==> config.mk <==
export PLATFORM = sky130hd
export DESIGN_NAME = bp_update_sched_flat
export DESIGN_NICKNAME = d
export VERILOG_FILES = /design/src/rtl/bp_pkg.sv /design/src/rtl/bp_update_sched_if.sv /design/src/rtl/bp_upd_fifo.sv /design/src/rtl/bp_update_sched.sv /design/src/flat_wrapper.sv
export SDC_FILE = /design/constraint.sdc
export NUM_CORES = 1
export LEC_CHECK = 0
export CAP_MARGIN = 0
export CORE_MARGIN = 2
export CORE_UTILIZATION = 35
export DETAILED_ROUTE_END_ITERATION = 12
export SLEW_MARGIN = 20
export SYNTH_ARGS = -nofsm -noshare
export SYNTH_HDL_FRONTEND = slang
export SYNTH_SLANG_ARGS = --single-unit
==> constraint.sdc <==
create_clock -name clk -period 4.4 [get_ports clk]
set_input_delay 0.88 -clock clk [delete_from_list [all_inputs] [get_ports clk]]
set_output_delay 0.88 -clock clk [all_outputs]
set_load 0.05 [all_outputs]
==> src/rtl/bp_pkg.sv <==
// bp_pkg: shared widths, update-entry type and FSM state names for the
// branch predictor update scheduler.
package bp_pkg;

  localparam int BP_IDX_W = 10;
  localparam int BP_BHR_W = 10;
  localparam int BP_PC_W  = 32;

  typedef struct packed {
    logic [BP_PC_W-1:0]  pc;
    logic [BP_BHR_W-1:0] bhr;
    logic                taken;
  } bp_upd_t;

  typedef enum logic [0:0] {
    BP_INIT = 1'b0,
    BP_RUN  = 1'b1
  } bp_state_e;

endpackage

==> src/rtl/bp_update_sched_if.sv <==
// bp_update_sched_if: resolved-branch ports, flush, predictor update port and
// table-clear walk outputs of the update scheduler.
// With BP_UPD_STATS_EN defined, the update/taken statistics outputs are added.
interface bp_update_sched_if
  import bp_pkg::*;
#(
  parameter int PC_W  = BP_PC_W,
  parameter int BHR_W = BP_BHR_W,
  parameter int IDX_W = BP_IDX_W
);

  logic             rs0_valid;
  logic [PC_W-1:0]  rs0_pc;
  logic [BHR_W-1:0] rs0_bhr;
  logic             rs0_taken;
  logic             rs0_ready;
  logic             rs1_valid;
  logic [PC_W-1:0]  rs1_pc;
  logic [BHR_W-1:0] rs1_bhr;
  logic             rs1_taken;
  logic             rs1_ready;
  logic             flush;
  logic             update_en;
  logic [PC_W-1:0]  update_pc;
  logic [BHR_W-1:0] update_BHR;
  logic             branch_en;
  logic             init_en;
  logic [IDX_W-1:0] init_idx;
  logic             init_done;
`ifdef BP_UPD_STATS_EN
  logic [31:0]      stat_updates;
  logic [31:0]      stat_taken;
`endif

  modport master (
    output rs0_valid, rs0_pc, rs0_bhr, rs0_taken,
    output rs1_valid, rs1_pc, rs1_bhr, rs1_taken,
    output flush,
    input  rs0_ready, rs1_ready,
    input  update_en, update_pc, update_BHR, branch_en,
    input  init_en, init_idx, init_done
`ifdef BP_UPD_STATS_EN
    ,
    input  stat_updates, stat_taken
`endif
  );

  modport slave (
    input  rs0_valid, rs0_pc, rs0_bhr, rs0_taken,
    input  rs1_valid, rs1_pc, rs1_bhr, rs1_taken,
    input  flush,
    output rs0_ready, rs1_ready,
    output update_en, update_pc, update_BHR, branch_en,
    output init_en, init_idx, init_done
`ifdef BP_UPD_STATS_EN
    ,
    output stat_updates, stat_taken
`endif
  );

endinterface

==> src/rtl/bp_upd_fifo.sv <==
// bp_upd_fifo: 2-write / 1-read FIFO of predictor updates. Slot 0 is written
// before slot 1 so program order survives a double push; flush empties the
// queue at the next edge and overrides any push or pop.
module bp_upd_fifo
  import bp_pkg::*;
#(
  parameter int DEPTH = 4
) (
  input  logic                   clk,
  input  logic                   resetn,
  input  logic                   push0,
  input  bp_upd_t                din0,
  input  logic                   push1,
  input  bp_upd_t                din1,
  input  logic                   pop,
  input  logic                   flush,
  output bp_upd_t                head,
  output logic [$clog2(DEPTH):0] count,
  output logic [$clog2(DEPTH):0] free
);

  localparam int PTR_W = $clog2(DEPTH);
  localparam int CNT_W = PTR_W + 1;

  bp_upd_t            mem_q [DEPTH];
  bp_upd_t            mem_d [DEPTH];
  logic [PTR_W-1:0]   wptr_q, wptr_d;
  logic [PTR_W-1:0]   rptr_q, rptr_d;
  logic [CNT_W-1:0]   count_q, count_d;
  logic [PTR_W-1:0]   wptr1;

  // Next storage, pointers and occupancy; pointers wrap naturally modulo DEPTH.
  always_comb begin
    mem_d   = mem_q;
    wptr_d  = wptr_q;
    rptr_d  = rptr_q;
    count_d = count_q;
    wptr1   = wptr_q + PTR_W'(push0);
    if (flush) begin
      wptr_d  = '0;
      rptr_d  = '0;
      count_d = '0;
    end else begin
      if (push0) mem_d[wptr_q] = din0;
      if (push1) mem_d[wptr1]  = din1;
      wptr_d  = wptr_q + PTR_W'(push0) + PTR_W'(push1);
      rptr_d  = rptr_q + PTR_W'(pop);
      count_d = count_q + CNT_W'(push0) + CNT_W'(push1) - CNT_W'(pop);
    end
  end

  // Register storage and pointers; reset leaves the queue empty.
  always_ff @(posedge clk or negedge resetn) begin
    if (!resetn) begin
      mem_q   <= '{default: '0};
      wptr_q  <= '0;
      rptr_q  <= '0;
      count_q <= '0;
    end else begin
      mem_q   <= mem_d;
      wptr_q  <= wptr_d;
      rptr_q  <= rptr_d;
      count_q <= count_d;
    end
  end

  assign head  = mem_q[rptr_q];
  assign count = count_q;
  assign free  = CNT_W'(DEPTH) - count_q;

endmodule

==> src/rtl/bp_update_sched.sv <==
// bp_update_sched: walks the predictor table clear after reset, then accepts
// resolved-branch updates from two ports (port 0 older) into a small FIFO and
// drains it to the predictor one update per cycle.
// With BP_UPD_STATS_EN defined, saturating pop/taken counters are added.
module bp_update_sched
  import bp_pkg::*;
#(
  parameter int DEPTH = 4,
  parameter int IDX_W = BP_IDX_W,
  parameter int PC_W  = BP_PC_W,
  parameter int BHR_W = BP_BHR_W
) (
  input logic              clk,
  input logic              resetn,
  bp_update_sched_if.slave bus
);

  localparam int         CNT_W   = $clog2(DEPTH) + 1;
  localparam logic [0:0] ST_INIT = BP_INIT;
  localparam logic [0:0] ST_RUN  = BP_RUN;

  logic [0:0]       state_q, state_d;
  logic             init_en_q, init_en_d;
  logic [IDX_W-1:0] init_idx_q, init_idx_d;
  logic             init_done_q, init_done_d;
  bp_upd_t          last_q, last_d;

  logic             run;
  logic             rs0_rdy, rs1_rdy;
  logic             push0, push1;
  logic             upd_en;
  bp_upd_t          entry0, entry1, head, upd_data;
  logic [CNT_W-1:0] fifo_count, fifo_free;

  // Table-clear walk: one idle edge arms init_en, then one index per cycle.
  always_comb begin
    state_d     = state_q;
    init_en_d   = init_en_q;
    init_idx_d  = init_idx_q;
    init_done_d = init_done_q;
    case (state_q)
      ST_INIT: begin
        if (!init_en_q) begin
          init_en_d = 1'b1;
        end else if (init_idx_q == {IDX_W{1'b1}}) begin
          state_d     = ST_RUN;
          init_en_d   = 1'b0;
          init_idx_d  = '0;
          init_done_d = 1'b1;
        end else begin
          init_idx_d = init_idx_q + 1'b1;
        end
      end
      default: begin
        init_en_d   = 1'b0;
        init_idx_d  = '0;
        init_done_d = 1'b1;
      end
    endcase
  end

  assign run = (state_q == ST_RUN);

  // Port 1 needs room for port 0 as well when port 0 is presenting, so it
  // can never overtake an older refused branch.
  assign rs0_rdy = run & ~bus.flush & (fifo_free >= CNT_W'(1));
  assign rs1_rdy = run & ~bus.flush &
                   (fifo_free >= (bus.rs0_valid ? CNT_W'(2) : CNT_W'(1)));
  assign push0   = bus.rs0_valid & rs0_rdy;
  assign push1   = bus.rs1_valid & rs1_rdy;
  assign upd_en  = run & (fifo_count != '0) & ~bus.flush;

  assign entry0 = '{pc: BP_PC_W'(bus.rs0_pc), bhr: BP_BHR_W'(bus.rs0_bhr), taken: bus.rs0_taken};
  assign entry1 = '{pc: BP_PC_W'(bus.rs1_pc), bhr: BP_BHR_W'(bus.rs1_bhr), taken: bus.rs1_taken};

  bp_upd_fifo #(.DEPTH(DEPTH)) u_fifo (
    .clk    (clk),
    .resetn (resetn),
    .push0  (push0),
    .din0   (entry0),
    .push1  (push1),
    .din1   (entry1),
    .pop    (upd_en),
    .flush  (run & bus.flush),
    .head   (head),
    .count  (fifo_count),
    .free   (fifo_free)
  );

  // Data outputs show the head while updating and otherwise hold the last
  // update sent, so the predictor port never sees stale queue slots.
  always_comb begin
    upd_data = upd_en ? head : last_q;
    last_d   = upd_data;
  end

  // FSM, walk counter and held-output registers.
  always_ff @(posedge clk or negedge resetn) begin
    if (!resetn) begin
      state_q     <= ST_INIT;
      init_en_q   <= 1'b0;
      init_idx_q  <= '0;
      init_done_q <= 1'b0;
      last_q      <= '0;
    end else begin
      state_q     <= state_d;
      init_en_q   <= init_en_d;
      init_idx_q  <= init_idx_d;
      init_done_q <= init_done_d;
      last_q      <= last_d;
    end
  end

  assign bus.rs0_ready  = rs0_rdy;
  assign bus.rs1_ready  = rs1_rdy;
  assign bus.update_en  = upd_en;
  assign bus.update_pc  = PC_W'(upd_data.pc);
  assign bus.update_BHR = BHR_W'(upd_data.bhr);
  assign bus.branch_en  = upd_data.taken;
  assign bus.init_en    = init_en_q;
  assign bus.init_idx   = init_idx_q;
  assign bus.init_done  = init_done_q;

`ifdef BP_UPD_STATS_EN
  logic [31:0] stat_updates_q, stat_updates_d;
  logic [31:0] stat_taken_q, stat_taken_d;

  // Saturating counts of updates sent and of those that were taken.
  always_comb begin
    stat_updates_d = stat_updates_q;
    stat_taken_d   = stat_taken_q;
    if (upd_en && (stat_updates_q != 32'hFFFF_FFFF)) stat_updates_d = stat_updates_q + 32'd1;
    if (upd_en && head.taken && (stat_taken_q != 32'hFFFF_FFFF)) stat_taken_d = stat_taken_q + 32'd1;
  end

  // Statistics registers.
  always_ff @(posedge clk or negedge resetn) begin
    if (!resetn) begin
      stat_updates_q <= '0;
      stat_taken_q   <= '0;
    end else begin
      stat_updates_q <= stat_updates_d;
      stat_taken_q   <= stat_taken_d;
    end
  end

  assign bus.stat_updates = stat_updates_q;
  assign bus.stat_taken   = stat_taken_q;
`endif

endmodule

==> src/flat_wrapper.sv <==
// flat-port wrapper written by rule: the top's interface ports become plain ports
module bp_update_sched_flat import bp_pkg::*;
#(
  parameter int DEPTH = 4,
  parameter int IDX_W = BP_IDX_W,
  parameter int PC_W  = BP_PC_W,
  parameter int BHR_W = BP_BHR_W
)
  (clk, resetn, bus_rs0_valid, bus_rs0_pc, bus_rs0_bhr, bus_rs0_taken, bus_rs1_valid, bus_rs1_pc, bus_rs1_bhr, bus_rs1_taken, bus_flush, bus_rs0_ready, bus_rs1_ready, bus_update_en, bus_update_pc, bus_update_BHR, bus_branch_en, bus_init_en, bus_init_idx, bus_init_done);
  bp_update_sched_if #(.PC_W(PC_W), .BHR_W(BHR_W), .IDX_W(IDX_W)) bus_i ();
  input logic clk;
  input logic resetn;
  input wire logic [$bits(bus_i.rs0_valid)-1:0] bus_rs0_valid;
  input wire logic [$bits(bus_i.rs0_pc)-1:0] bus_rs0_pc;
  input wire logic [$bits(bus_i.rs0_bhr)-1:0] bus_rs0_bhr;
  input wire logic [$bits(bus_i.rs0_taken)-1:0] bus_rs0_taken;
  input wire logic [$bits(bus_i.rs1_valid)-1:0] bus_rs1_valid;
  input wire logic [$bits(bus_i.rs1_pc)-1:0] bus_rs1_pc;
  input wire logic [$bits(bus_i.rs1_bhr)-1:0] bus_rs1_bhr;
  input wire logic [$bits(bus_i.rs1_taken)-1:0] bus_rs1_taken;
  input wire logic [$bits(bus_i.flush)-1:0] bus_flush;
  output wire logic [$bits(bus_i.rs0_ready)-1:0] bus_rs0_ready;
  output wire logic [$bits(bus_i.rs1_ready)-1:0] bus_rs1_ready;
  output wire logic [$bits(bus_i.update_en)-1:0] bus_update_en;
  output wire logic [$bits(bus_i.update_pc)-1:0] bus_update_pc;
  output wire logic [$bits(bus_i.update_BHR)-1:0] bus_update_BHR;
  output wire logic [$bits(bus_i.branch_en)-1:0] bus_branch_en;
  output wire logic [$bits(bus_i.init_en)-1:0] bus_init_en;
  output wire logic [$bits(bus_i.init_idx)-1:0] bus_init_idx;
  output wire logic [$bits(bus_i.init_done)-1:0] bus_init_done;
  assign bus_i.rs0_valid = bus_rs0_valid;
  assign bus_i.rs0_pc = bus_rs0_pc;
  assign bus_i.rs0_bhr = bus_rs0_bhr;
  assign bus_i.rs0_taken = bus_rs0_taken;
  assign bus_i.rs1_valid = bus_rs1_valid;
  assign bus_i.rs1_pc = bus_rs1_pc;
  assign bus_i.rs1_bhr = bus_rs1_bhr;
  assign bus_i.rs1_taken = bus_rs1_taken;
  assign bus_i.flush = bus_flush;
  assign bus_rs0_ready = bus_i.rs0_ready;
  assign bus_rs1_ready = bus_i.rs1_ready;
  assign bus_update_en = bus_i.update_en;
  assign bus_update_pc = bus_i.update_pc;
  assign bus_update_BHR = bus_i.update_BHR;
  assign bus_branch_en = bus_i.branch_en;
  assign bus_init_en = bus_i.init_en;
  assign bus_init_idx = bus_i.init_idx;
  assign bus_init_done = bus_i.init_done;
  bp_update_sched #(.DEPTH(DEPTH), .IDX_W(IDX_W), .PC_W(PC_W), .BHR_W(BHR_W)) u_core (.clk(clk), .resetn(resetn), .bus(bus_i));
endmodule
# --- After elaboration in Yosys (flattened, before gate mapping) ---
# Index checks and enable logic that the tools add are counted.
op_classes:
  add_sub_neg: 8
  magnitude_cmp: 7
  eq_ne: 1
  muxes: 29
  n_bitwise: 12
  reduce_logical: 6
op_table:
  columns: ["op", "n"]
  rows:
  - ["2-to-1 mux 172 bit", 3]
  - ["bitwise mux 172 bit", 2]
  - ["2-to-1 mux 43 bit", 5]
  - ["demux 43 bit (select 2 bit)", 2]
  - ["binary-select mux 43 bit (select 2 bit)", 1]
  - ["2-to-1 mux 10 bit", 3]
  - ["adder 10 x 1 -> 10 bit (second input constant)", 1]
  - ["== test 10 bit (second input constant)", 1]
  - [">= comparator 3 bit (second input constant)", 3]
  - ["2-to-1 mux 1 bit", 9]
  - ["inverter 2 -> 3 bit", 3]
  - ["bitwise AND 1 bit", 8]
  - ["adder 2 x 1 -> 2 bit", 3]
  - ["adder 3 x 1 -> 3 bit", 2]
  - ["less-than comparator 3 x 1 -> 1 bit (second input constant)", 2]
  - ["2-to-1 mux 2 bit", 3]
  - ["nonzero test 2 bit", 2]
  - [">= comparator 3 x 1 -> 1 bit (second input constant)", 1]
  - [">= comparator 3 bit", 1]
  - ["2-to-1 mux 3 bit", 1]
  - ["nonzero test 3 bit", 1]
  - ["subtractor 3 x 1 -> 3 bit", 1]
  - ["subtractor 3 bit (first input constant)", 1]
  - ["logical AND 1 bit", 2]
  - ["2 further kinds", 2]
totals:
  register_bits: 235
  in_bits: 91
  output_inout_bits: 58
  word_cells: 85

# --- Depth between registers and ports, before layout ---
# Gate-level depths: netlist of the first run.
depth:
  ltp_word: 12
  ltp_mapped: 15
  mapped_depth_nobuf: 15

# --- Cells and area by module ---
# From an unflattened synthesis of the first run, not the netlist that was laid out.
hier_totals:
  cells_unflattened: 1149
  hier_area_um2: 12600.8
by_module_without_submodules:
  columns: ["module", "n_inst", "cells_per_inst", "area_per_inst_um2", "seq_area_each_um2"]
  rows:
  - ["bp_upd_fifo", 1, 981, 10277.4, 4479.3]
  - ["bp_update_sched", 1, 168, 2323.5, 1401.3]

# --- Least setup slack after synthesis of the first run ---
# OpenSTA, ideal clock, no wires.
synth_timing:
  path_type: "in2reg"
  start: "in bus_rs0_valid"
  end: "reg u_core.u_fifo.count_q[2], in the netlist u_core.u_fifo.count[2]"
  setup_ns: 0.132
  arrival_time_ns: 3.352
  t_required_ns: 4.268
  slack_ns: 0.915
  path_stages: 15
  path_buffers: 1
  cell_sequence: "buf_2 -> inv_1 -> ha_1 -> nand2b_1 -> a211o_1 -> and3_1 -> inv_1 -> ha_1 -> inv_1 -> fa_1 -> inv_1 -> fa_1 -> xnor2_1 -> xnor2_1 -> a21oi_1"
synth_between:
  elab_chain_cells: 7
  word_cells_on_any_way: 9
  cone_classes: "add/sub (3); order compare (1); mux (2); bitwise (3)"
synth_rtl:
  columns: ["element", "line", "source"]
  rows:
  - ["start, declared", "flat_wrapper.sv:13", "input wire logic [$bits(bus_i.rs0_valid)-1:0] bus_rs0_valid;"]
  - ["2-to-1 mux 2 bit", "bp_update_sched.sv:68", "(fifo_free >= (bus.rs0_valid ? CNT_W'(2) : CNT_W'(1)));"]
  - [">= comparator 3 bit", "bp_update_sched.sv:68", null]
  - ["bitwise AND 1 bit", "bp_update_sched.sv:67", "assign rs1_rdy = run & ~bus.flush &"]
  - ["bitwise AND 1 bit", "bp_update_sched.sv:70", "assign push1 = bus.rs1_valid & rs1_rdy;"]
  - ["adder 3 x 1 -> 3 bit (*)", "bp_upd_fifo.sv:48", "count_d = count_q + CNT_W'(push0) + CNT_W'(push1) - CNT_W'(pop);"]
  - ["subtractor 3 x 1 -> 3 bit (*)", "bp_upd_fifo.sv:48", null]
  - ["2-to-1 mux 3 bit (*)", "bp_upd_fifo.sv:39", "if (flush) begin"]
  - ["named net u_core.u_fifo.count_d[2]", "bp_upd_fifo.sv:29", "logic [CNT_W-1:0] count_q, count_d;"]
  - ["end signal, assigned", "bp_upd_fifo.sv:63", "count_q <= count_d;"]
  - ["end, declared", "bp_upd_fifo.sv:29", null]
# Mark *: on every way through the listed nets, which the timed path passes. The rest lies on a longest branch.
# A chain may end at the register's enable or synchronous reset.

# --- Worst setup path after layout of the first run ---
layout_timing:
  start: "reg u_core.u_fifo.count_q[0], in the netlist u_core.u_fifo.count[0]"
  end: "out bus_rs0_ready"
layout_between:
  elab_chain_cells: 3
layout_rtl:
  columns: ["element", "line", "source"]
  rows:
  - ["subtractor 3 bit", "bp_upd_fifo.sv:69", "assign free = CNT_W'(DEPTH) - count_q;"]
  - [">= comparator 3 x 1 -> 1 bit", "bp_update_sched.sv:66", "assign rs0_rdy = run & ~bus.flush & (fifo_free >= CNT_W'(1));"]
  - ["bitwise AND 1 bit", "bp_update_sched.sv:66", null]
  - ["end, declared", "flat_wrapper.sv:22", "output wire logic [$bits(bus_i.rs0_ready)-1:0] bus_rs0_ready;"]
# No other way between the ends.

==> results of run 1 <==
path summary, 6_finish.rpt:
path,start,end,slack [ns],depth (start not counted)
worst max register to register,u_core.u_fifo.count[0],u_core.u_fifo.mem_q[58],0.58,12
worst max-delay path,u_core.u_fifo.count[0],bus_rs0_ready,0.39,6
worst min register to register,u_core.bus.init_done,u_core.bus.init_done,0.48,1
min in group clk,u_core.bus.init_done,u_core.bus.init_done,0.48,1
max in group asynchronous,resetn,u_core.u_fifo.mem_q[56],3.08,2
worst min-delay path,resetn,u_core.u_fifo.mem_q[75],0.37,1
metrics by stage:
step | worst slack (ns) | cells | total power, mW | util [%]
3_5_place_dp | 0.448 | 1399 | 2.38 | 40.8
3_3_place_gp | 0.507 | 1399 | 2.39 | 40.8
6_report | 0.392 | 1450 | 4.63 | 43.4
5_1_grt | 0.227 | 1449 | 4.82 | 43.4
2_1_floorplan | 0.915 | 821 | 2.21 | -
4_1_cts | 0.333 | 1449 | 4.72 | 43.4
routing by layer:
metal,global-route usage [%],routed length [microns],up-vias
met5,0,23,-
met4,3.17,563,4
met3,3.15,1400,48
met2,28.0,14400,133
met1,21.4,13500,3790
li1,-,-,3355
cells by family after synthesis:
logic type,share of synthesized area [%]
adder cells (fa/ha/maj),1.32
flip-flops,47.1
AO/OA/AOI/OAI,0.651
multiplexers,43.9
AND/OR/NAND/NOR,2.90
XOR/XNOR,0.842
buffers and inverters,3.32
power breakdown:
group	switching, mW	internal [mW]	leakage (nW)
clock	0.903	1.39	0.454
combinational	0.0968	0.0820	3.94
sequential	0	2.16	3.26
total	1.00	3.63	7.65
synth_stat cells (2+ instances only):
library cell,count
mux4_2,43
nand4_4,4
and2_1,6
mux2_4,40
nand4_1,3
o2111ai_1,2
buf_2,22
buf_6,9
clkbuf_1,10
and3_1,3
fa_1,2
buf_1,2
mux2_2,222
dfrtp_1,235
nor2_1,15
buf_4,8
ha_1,10
inv_1,10
nor3_1,2
nand2b_1,3
mux2_1,125
a21oi_1,5
nand3_1,2
nand2_1,7
xor2_1,5
nor2b_1,2
buf_8,4
xnor2_1,7
layout by cell type, fill, tap and decap left out, drive strengths merged, types with 4 or more instances in the layout:
cell             n
nand4            7
clkinv           4
buf             70
xnor2            7
inv             10
ha              10
clkdlybuf4s50  102
mux4            43
nand2            7
mux2           387
and2             6
a21oi            5
clkbuf          45
xor2             5
nor2            15
dfrtp          235
state kept, by name, summed over array words and instances, names as in the netlist:
name / count
u_core.last_q: 43
u_core.u_fifo.wptr_q: 2
u_core.u_fifo.rptr_q: 2
u_core.bus.init_idx: 10
u_core.u_fifo.mem_q: 172
u_core.bus.init_done: 1
u_core.run: 1
u_core.bus.init_en: 1
u_core.u_fifo.count: 3
layout make-up:
class	instances	area (sq um)	area share (%)
Clock inverter	5	50.0	0.326
Timing Repair Buffer	172	1690	11.0
Sequential cell	235	5890	38.4
Inverter	10	37.5	0.245
Tap cell	461	577	3.76
Antenna cell	1	2.50	0.0163
Multi-Input combinational cell	521	6230	40.6
Clock buffer	45	866	5.65
==> out/metrics.csv, run 1 <==
stage,metric,value,unit
cts,ctsLongestPathBuffers,3,
floorplan,die_area,0.0372,sq mm
setup_path,path_class,reg -> out,
route,wirelength,29800,microns
cts,postCtsHoldBufs,0,
final_layout,final_nets,1071,
logic_synthesis,syn_inst,821,
setup_path,worst_setup_path_end_kind,output port,
logic_synthesis,ys_ff_latch,235,
route,drt_iter0_drc,219,
flow_run,max-cap-violations,0,
global_routing,grt_pass1_vias,7871,
logic_synthesis,ys_seq_area_share,47.1,%
setup_path,crit_family,simple AND/OR/NAND/NOR gates,
timing,clock.fmax,250,MHz
setup_path,critPathBufInv,2,
setup_path,worstPathArrival,3.13,ns
timing,finClkSkew,0.0126,ns
route,wl_per_cell,20.6,microns
floorplan,die_w,193,microns
global_routing,grt_usage,16.3,%
logic_synthesis,synthDistinctLibCells,41,
route,vias,7330,
setup_path,crit_required,3.52,ns
setup_path,worst_path_max_delay_cell,clkdlybuf4s50_1,
logic_synthesis,ys_async_sr_fraction,100,%
placement,gp_congestion,0.708,
placement,port_buffers,148,
floorplan,rows,69,
floorplan,core_area,0.0353,sq mm
cts,htreeDepth,1,
global_routing,grt_max_degree,108,
logic_synthesis,syn_area,0.0125,sq mm
final_layout,synthToLayoutAreaGrowth,22.8,%
cts,clock_sink_count,235,
cts,cts_setup_buffers,0,
timing,tns,0,ns
logic_synthesis,yosys-top-cells-area,"dfrtp_1, mux2_2, mux2_1",
logic_synthesis,yosys.area.top_type,dfrtp_1,
timing,worstMarginPinSlew,0.911,ns
run_status,status,finished clean,
power,leakage,7.65,nW
setup_path,slowest_delay,0.69,ns
timing,finalCritPeriodShare,91.1,%
logic_synthesis,synth_ff_type,dfrtp_1,
route,drc,0,
logic_synthesis,synth_area_per_cell,15.2,sq um
worst_hold_path,hold_class,in -> async,
logic_synthesis,syn-num-nets,924,
timing,drv_slew,0,
cts,cts_tree,yes,
logic_synthesis,synth-edff-count,0,
final_layout,n_fill_cell,3226,
final_layout,postLayoutCellArea,0.0153,sq mm
cts,root_buffer,clkbuf_16,
timing,hold_viol_final,0,
logic_synthesis,yosys_warnings,0,
timing,hold_slack,0.371,ns
setup_path,cp-start-kind,register,
route,ant_nets,0,
cts,cts_resized,0,
floorplan,start_util,35.4,%
floorplan,fp.dieH,193,microns
route,first_pass_iters,4,
cts,clk_latency,0.54,ns
setup_path,cp_common_cell,ha_1,
global_routing,grt_first_pass_wirelength,46400,microns
timing,maxSlewHeadroom,39.2,%
placement,post_dp_cell_area,0.0144,sq mm
placement,dp.final_hpwl,18000,microns
cts,cts_buffers,28,
setup_path,path_cells,inv_1 -> ha_1 -> ha_1 -> or4b_1 -> and2_1 -> clkdlybuf4s50_1,
timing,fin_crit,4.01,ns
cts,clk_pin_slew,0.06,ns
final_layout,drive_above_1_share,43.4,%
global_routing,antenna_found_initial,2,
power,ir_worst_vdd,342,uV
setup_path,cp_max_fo,6,
power,power.density,302,mW/mm^2
timing,rsz0062_at_grt,false,
floorplan,ios,149,
route,viasPerCell,5.06,
logic_synthesis,synth_top_area_share,47.1,%
global_routing,overflow,0,
timing,setup_viol,0,
(Power assumes the default switching activity.)
==> run 2: changes to the inputs <==
--- a/config.mk
+++ b/config.mk
@@ -8,7 +8,9 @@
 export CAP_MARGIN = 0
 export CORE_MARGIN = 2
 export CORE_UTILIZATION = 35
+export CTS_CLUSTER_SIZE = 30
 export DETAILED_ROUTE_END_ITERATION = 12
+export RECOVER_POWER = 100
 export SLEW_MARGIN = 20
 export SYNTH_ARGS = -nofsm -noshare
 export SYNTH_HDL_FRONTEND = slang
==> run 2 against run 1 <==
The flow now finishes with violations (max-capacitance violations, max-slew violations). Worst hold slack improved by 0.10 ns. Utilization down 0.75 points. Via count down 0.37%. Critical path depth unchanged. Sequential power is essentially flat. Fmax is 1.4% lower.
==> out/metrics.csv, run 2 (synthesis results as in run 1) <==
stage,metric,value,unit,change
setup_path,cp_common_cell,ha_1,,unchanged
cts,cts_setup_buffers,0,,unchanged
timing,tns,0,ns,unchanged
global_routing,met1_usage,21.4,%,unchanged
placement,dp.final_hpwl,18000,microns,unchanged
global_routing,grt_usage,16.3,%,unchanged
setup_path,path_class,reg -> out,,unchanged
timing,finClkSkew,0.0127,ns,was 0.0126 ns
placement,place_inst,1399,,unchanged
global_routing,overflow,0,,unchanged
global_routing,grt_first_pass_wirelength,46400,microns,unchanged
route,drc,0,,unchanged
worst_hold_path,hold_class,reg -> reg,,was in -> async
final_layout,drive_above_1_share,35.2,%,was 43.4%
cts,cts_resized,0,,unchanged
cts,root_buffer,clkbuf_16,,unchanged
setup_path,cp_max_fo,6,,unchanged
floorplan,core_area,0.0353,sq mm,unchanged
global_routing,grt_pass1_vias,7871,,unchanged
cts,cts_tree,yes,,unchanged
run_status,status,"finished, violations left",,was finished clean
final_layout,regMostFlops,u_core.u_fifo.mem_q,,unchanged
timing,worstMarginPinSlew,2.86,ns,was 0.911 ns
cts,postCtsHoldBufs,0,,unchanged
final_layout,layout.cells.most_common,dfrtp_1,,unchanged
placement,port_buffers,148,,unchanged
floorplan,fp.dieH,193,microns,unchanged
global_routing,grt.busiest_layer,met2,,unchanged
setup_path,cp-start-kind,register,,unchanged
cts,cts_buffers,28,,unchanged
setup_path,worst_setup_path_end_kind,output port,,unchanged
timing,maxSlewHeadroom,-90.6,%,was 39.2%
floorplan,die_area,0.0372,sq mm,unchanged
cts,clk_pin_slew,0.06,ns,about the same
placement,post_dp_cell_area,0.0144,sq mm,unchanged
timing,setup_viol,0,,unchanged
route,drt_iter0_drc,257,,was 219
floorplan,start_util,35.4,%,unchanged
cts,clock_sink_count,235,,unchanged
timing,clock.fmax,246,MHz,was 250 MHz
final_layout,final_cells,1450,,unchanged
route,first_pass_iters,4,,unchanged
route,vias,7303,,"was 7,330"
power,total_power,4.63,mW,about the same
run_status,violations,"max-capacitance violations, max-slew violations",,
setup_path,crit_required,3.52,ns,about the same
final_layout,final_nets,1071,,unchanged
setup_path,worstRegToRegCells,12,,unchanged
setup_path,path_cells,inv_1 -> ha_1 -> ha_1 -> or4b_1 -> and2_1 -> dlygate4sd3_1,,was inv_1 -> ha_1 -> ha_1 -> or4b_1 -> and2_1 -> clkdlybuf4s50_1
global_routing,grt_max_degree,108,,unchanged
setup_path,slowest_delay,0.75,ns,was 0.69 ns
placement,gp_congestion,0.708,,unchanged
global_routing,antenna_found_initial,2,,unchanged
timing,fin_crit,4.07,ns,was 4.01 ns
global_routing,grt_use_met3,3.15,%,unchanged
final_layout,synthToLayoutAreaGrowth,20.7,%,was 22.8%
final_layout,largest_reg_flops,172,,unchanged
worst_hold_path,hold_depth,1,,
floorplan,rows,69,,unchanged
route,wirelength,30000,microns,"was 29,800 microns"
route,wl_per_cell,20.7,microns,was 20.6 microns
setup_path,worstPathArrival,3.19,ns,was 3.13 ns
timing,hold_viol_final,0,,unchanged
global_routing,met2_usage,28.0,%,unchanged
cts,clk_latency,0.54,ns,about the same
route,viasPerCell,5.04,,was 5.06
floorplan,ios,149,,unchanged
route,ant_nets,0,,unchanged
power,ir_worst_vdd,342,uV,about the same
cts,ctsLongestPathBuffers,3,,unchanged
final_layout,mostFrequentLayoutCells,"dfrtp_1, mux2_2, mux2_1, clkdlybuf4s50_1, clkbuf_1",,"was dfrtp_1, mux2_2, mux2_1, clkdlybuf4s50_1, buf_4"
final_layout,postLayoutCellArea,0.0151,sq mm,was 0.0153 sq mm
flow_run,max-cap-violations,1,,was 0
power,power.density,307,mW/mm^2,was 302 mW/mm^2
timing,finalCritPeriodShare,92.4,%,was 91.1%
timing,rsz0062_at_grt,false,,unchanged
timing,drv_slew,108,,was 0
setup_path,worst_path_max_delay_cell,dlygate4sd3_1,,was clkdlybuf4s50_1
power,leakage,7.48,nW,was 7.65 nW
cts,htreeDepth,1,,unchanged
floorplan,die_w,193,microns,unchanged
## run 2: cell count changes in the layout (fill, tap and decap cells not counted), moves of 3 or more
cell / previous run / this run
buf_4: 58 / 6
clkbuf_1: 8 / 58
mux2_1: 125 / 155
mux2_2: 222 / 192
clkdlybuf4s50_1: 102 / 87
dlygate4sd3_1: 0 / 15
buf_12: 11 / 7
and2_0: 0 / 3
and2_1: 6 / 3
clkbuf_2: 0 / 3
clkbuf_4: 0 / 3
## run 2: worst max-delay path: cells and delay by family, from the launching register on
kind / cells / cell delay, ns
and+or+nand+nor: 2 / 0.91
buffers and inverters: 2 / 0.83
adders and majority gates: 2 / 0.48
DFF: 1 / 0.42
## run 2: report_power, final
part / switching (mW) / internal (mW)
Combinational: 0.0964 / 0.0784
Clock: 0.902 / 1.39
Sequential: 0 / 2.16
Total: 0.998 / 3.63
## run 2: final timing paths
path	start	endpoint	slack, ns
max in group asynchronous	resetn	u_core.last_q[21]	0.96
min	u_core.bus.init_done	u_core.bus.init_done	0.47
max	u_core.u_fifo.count[0]	bus_rs0_ready	0.33
min reg2reg	u_core.bus.init_done	u_core.bus.init_done	0.47
max reg2reg	u_core.u_fifo.count[0]	u_core.u_fifo.mem_q[162]	0.35
min in group asynchronous	resetn	u_core.u_fifo.mem_q[75]	1.20
## run 2: layout make-up
| class | count | area [sq um] |
|---|---|---|
| flip-flops and latches | 235 | 5890 |
| clock inverters | 5 | 50.0 |
| fillers | 3266 | 20200 |
| inverters | 10 | 37.5 |
| clock buffers | 45 | 866 |
| diodes | 1 | 2.50 |
| repair buffers | 172 | 1440 |
| well taps | 461 | 577 |
| multi-input cells | 521 | 6210 |
## run 2: metal layers
| metal | share of wire, % | up-vias | wire (microns) |
|---|---|---|---|
| met5 | 0.077 | - | 23 |
| met4 | 1.9 | 4 | 562 |
| met1 | 46 | 3769 | 13700 |
| li1 | - | 3358 | - |
| met2 | 48 | 124 | 14300 |
| met3 | 4.6 | 48 | 1380 |
## run 2: through the flow
step / setup slack, ns / util, % / hold slack, ns
final: 0.334 / 42.7 / 0.473
after detailed placement: 0.448 / 40.8 / 0.461
after floorplan: 0.915 / - / 0.560
after global placement: 0.507 / 40.8 / 0.460
after CTS: 0.333 / 43.4 / 0.458
after global routing: 0.123 / 42.7 / 0.495
==> run 3: changes to the inputs <==
--- a/config.mk
+++ b/config.mk
@@ -7,9 +7,10 @@
 export LEC_CHECK = 0
 export CAP_MARGIN = 0
 export CORE_MARGIN = 2
-export CORE_UTILIZATION = 35
+export CORE_UTILIZATION = 45
 export CTS_CLUSTER_SIZE = 30
 export DETAILED_ROUTE_END_ITERATION = 12
+export PLACE_DENSITY = 0.67
 export RECOVER_POWER = 100
 export SLEW_MARGIN = 20
 export SYNTH_ARGS = -nofsm -noshare
==> run 3 against run 2 <==
The run still ends with max-capacitance violations, max-slew violations left. Register-to-register slack gained 0.06 ns. Critical path depth stayed put. Worst hold slack got worse by 0.014 ns. Via count decreased by 0.48%. Worst setup slack gained 0.0057 ns. Largest power group unchanged. Sequential power about the same. Utilization rose by 12 points. Largest cell class unchanged. First-iteration DRC count grew 3.9%. Total power decreased by 1.9%.
==> out/metrics.csv, run 3 (synthesis results as in run 1) <==
stage,metric,value,unit,change
floorplan,die_w,171,microns,was 193 microns
run_status,status,"finished, violations left",,unchanged
final_layout,synthToLayoutAreaGrowth,19.6,%,was 20.7%
cts,root_buffer,clkbuf_16,,unchanged
placement,port_buffers,148,,unchanged
timing,maxSlewHeadroom,-109,%,was -90.6%
route,vias,7268,,"was 7,303"
final_layout,n_fill_cell,2288,,"was 3,266"
route,drt_iter0_drc,267,,was 257
final_layout,regMostFlops,u_core.u_fifo.mem_q,,unchanged
setup_path,worstPathArrival,3.18,ns,was 3.19 ns
floorplan,start_util,46.1,%,was 35.4%
final_layout,mostFrequentLayoutCells,"dfrtp_1, mux2_2, mux2_1, clkdlybuf4s50_1, clkbuf_1",,unchanged
final_layout,largest_reg_flops,172,,unchanged
global_routing,grt_usage,20.0,%,was 16.3%
timing,worstMarginPinSlew,3.13,ns,was 2.86 ns
floorplan,fp.dieH,171,microns,was 193 microns
cts,cts_setup_buffers,0,,unchanged
timing,drv_slew,118,,was 108
cts,htreeDepth,1,,unchanged
floorplan,die_area,0.0291,sq mm,was 0.0372 sq mm
global_routing,grt_max_degree,119,,was 108
timing,finalCritPeriodShare,92.3,%,was 92.4%
setup_path,cp_max_fo,6,,unchanged
cts,cts_tree,yes,,unchanged
timing,clock.fmax,246,MHz,about the same
route,ant_nets,0,,unchanged
global_routing,grt_pass1_vias,8097,,"was 7,871"
power,power.density,304,mW/mm^2,was 307 mW/mm^2
cts,ctsLongestPathBuffers,3,,unchanged
final_layout,final_nets,1068,,"was 1,071"
power,ir_worst_vdd,259,uV,was 342 uV
timing,hold_slack,0.459,ns,was 0.473 ns
placement,dp.final_hpwl,17200,microns,"was 18,000 microns"
power,leakage,7.47,nW,was 7.48 nW
timing,finClkSkew,0.00931,ns,was 0.0127 ns
setup_path,worst_setup_path_end_kind,output port,,unchanged
final_layout,drive_above_1_share,35.2,%,about the same
cts,clock_sink_count,235,,unchanged
floorplan,core_area,0.0271,sq mm,was 0.0353 sq mm
route,first_pass_iters,4,,unchanged
floorplan,ios,149,,unchanged
cts,cts_buffers,28,,unchanged
final_layout,postLayoutCellArea,0.0149,sq mm,was 0.0151 sq mm
worst_hold_path,hold_class,reg -> reg,,unchanged
route,viasPerCell,5.35,,was 5.04
cts,postCtsHoldBufs,0,,unchanged
timing,fin_crit,4.06,ns,was 4.07 ns
cts,clk_pin_slew,0.06,ns,about the same
timing,tns,0,ns,unchanged
cts,cts_resized,0,,unchanged
floorplan,rows,60,,was 69
placement,gp_congestion,0.782,,was 0.708
route,drc,0,,unchanged
timing,hold_viol_final,0,,unchanged
setup_path,crit_required,3.52,ns,about the same
cts,clk_latency,0.53,ns,was 0.54 ns
flow_run,max-cap-violations,1,,unchanged
setup_path,path_class,reg -> out,,unchanged
route,wl_per_cell,20.7,microns,about the same
global_routing,grt_first_pass_wirelength,45200,microns,"was 46,400 microns"
global_routing,antenna_found_initial,2,,unchanged
setup_path,cp-start-kind,register,,unchanged
placement,post_dp_cell_area,0.0143,sq mm,was 0.0144 sq mm
timing,setup_viol,0,,unchanged
global_routing,overflow,0,,unchanged
run_status,violations,"max-capacitance violations, max-slew violations",,unchanged
timing,rsz0062_at_grt,false,,unchanged
route,wirelength,28100,microns,"was 30,000 microns"
final_layout,layout.cells.most_common,dfrtp_1,,unchanged
run 3: cell count changes in the layout (fill, tap and decap cells not counted), moves of 3 or more:
cell      before  now
buf_4          6    3
clkbuf_8       8    4
buf_12         7   10
clkbuf_2       3    6
run 3: area by class of cell:
class                           instances  area (sq um)  area share (%)
Multi-Input combinational cell        521          6200            41.5
Sequential cell                       235          5890            39.4
Timing Repair Buffer                  169          1470            9.81
Clock buffer                           43           818            5.48
Tap cell                              372           465            3.12
Clock inverter                          6          58.8           0.394
Inverter                               10          37.5           0.251
Antenna cell                            2          5.00          0.0335
run 3: final timing paths:
| path | to | depth (start not counted) | from | slack, ns |
|---|---|---|---|---|
| max | bus_rs0_ready | 6 | u_core.u_fifo.count[0] | 0.34 |
| min | u_core.bus.init_done | 1 | u_core.bus.init_done | 0.46 |
| max reg2reg | u_core.u_fifo.mem_q[155] | 11 | u_core.u_fifo.count[0] | 0.41 |
| min reg2reg | u_core.bus.init_done | 1 | u_core.bus.init_done | 0.46 |
| max in group asynchronous | u_core.u_fifo.rptr_q[0] | 1 | resetn | 0.80 |
| min in group asynchronous | u_core.last_q[8] | 1 | resetn | 1.37 |
run 3: where the power goes:
group          leakage, nW  switching (mW)  total (mW)  internal (mW)
clock network        0.432           0.880        2.21           1.33
registers             3.26               0        2.16           2.16
logic                 3.77          0.0938       0.173         0.0792
total                 7.47           0.974        4.54           3.57
run 3: stage by stage:
stage	util [%]	total power [mW]	worst slack [ns]	std cells
CTS	56.0	4.61	0.337	1356
detailed placement	52.7	2.38	0.493	1307
finish	55.1	4.54	0.340	1358
floorplan	-	2.21	0.915	821
global placement	52.7	2.38	0.543	1307
global route	55.1	4.73	0.131	1356
run 3: critical path: stages, from the launching register on:
cell	delay, ns
dfrtp_1	0.42
inv_1	0.09
ha_1	0.21
ha_1	0.28
or4b_1	0.65
and2_1	0.25
dlygate4sd3_1	0.75
run 3: per-layer routing:
metal,vias to the layer above,track usage (%),part of all wire (%)
met5,-,0,0.046
met4,2,3.79,1.4
met2,128,34.4,49
met3,32,3.12,4.5
li1,3329,-,-
met1,3777,26.9,45
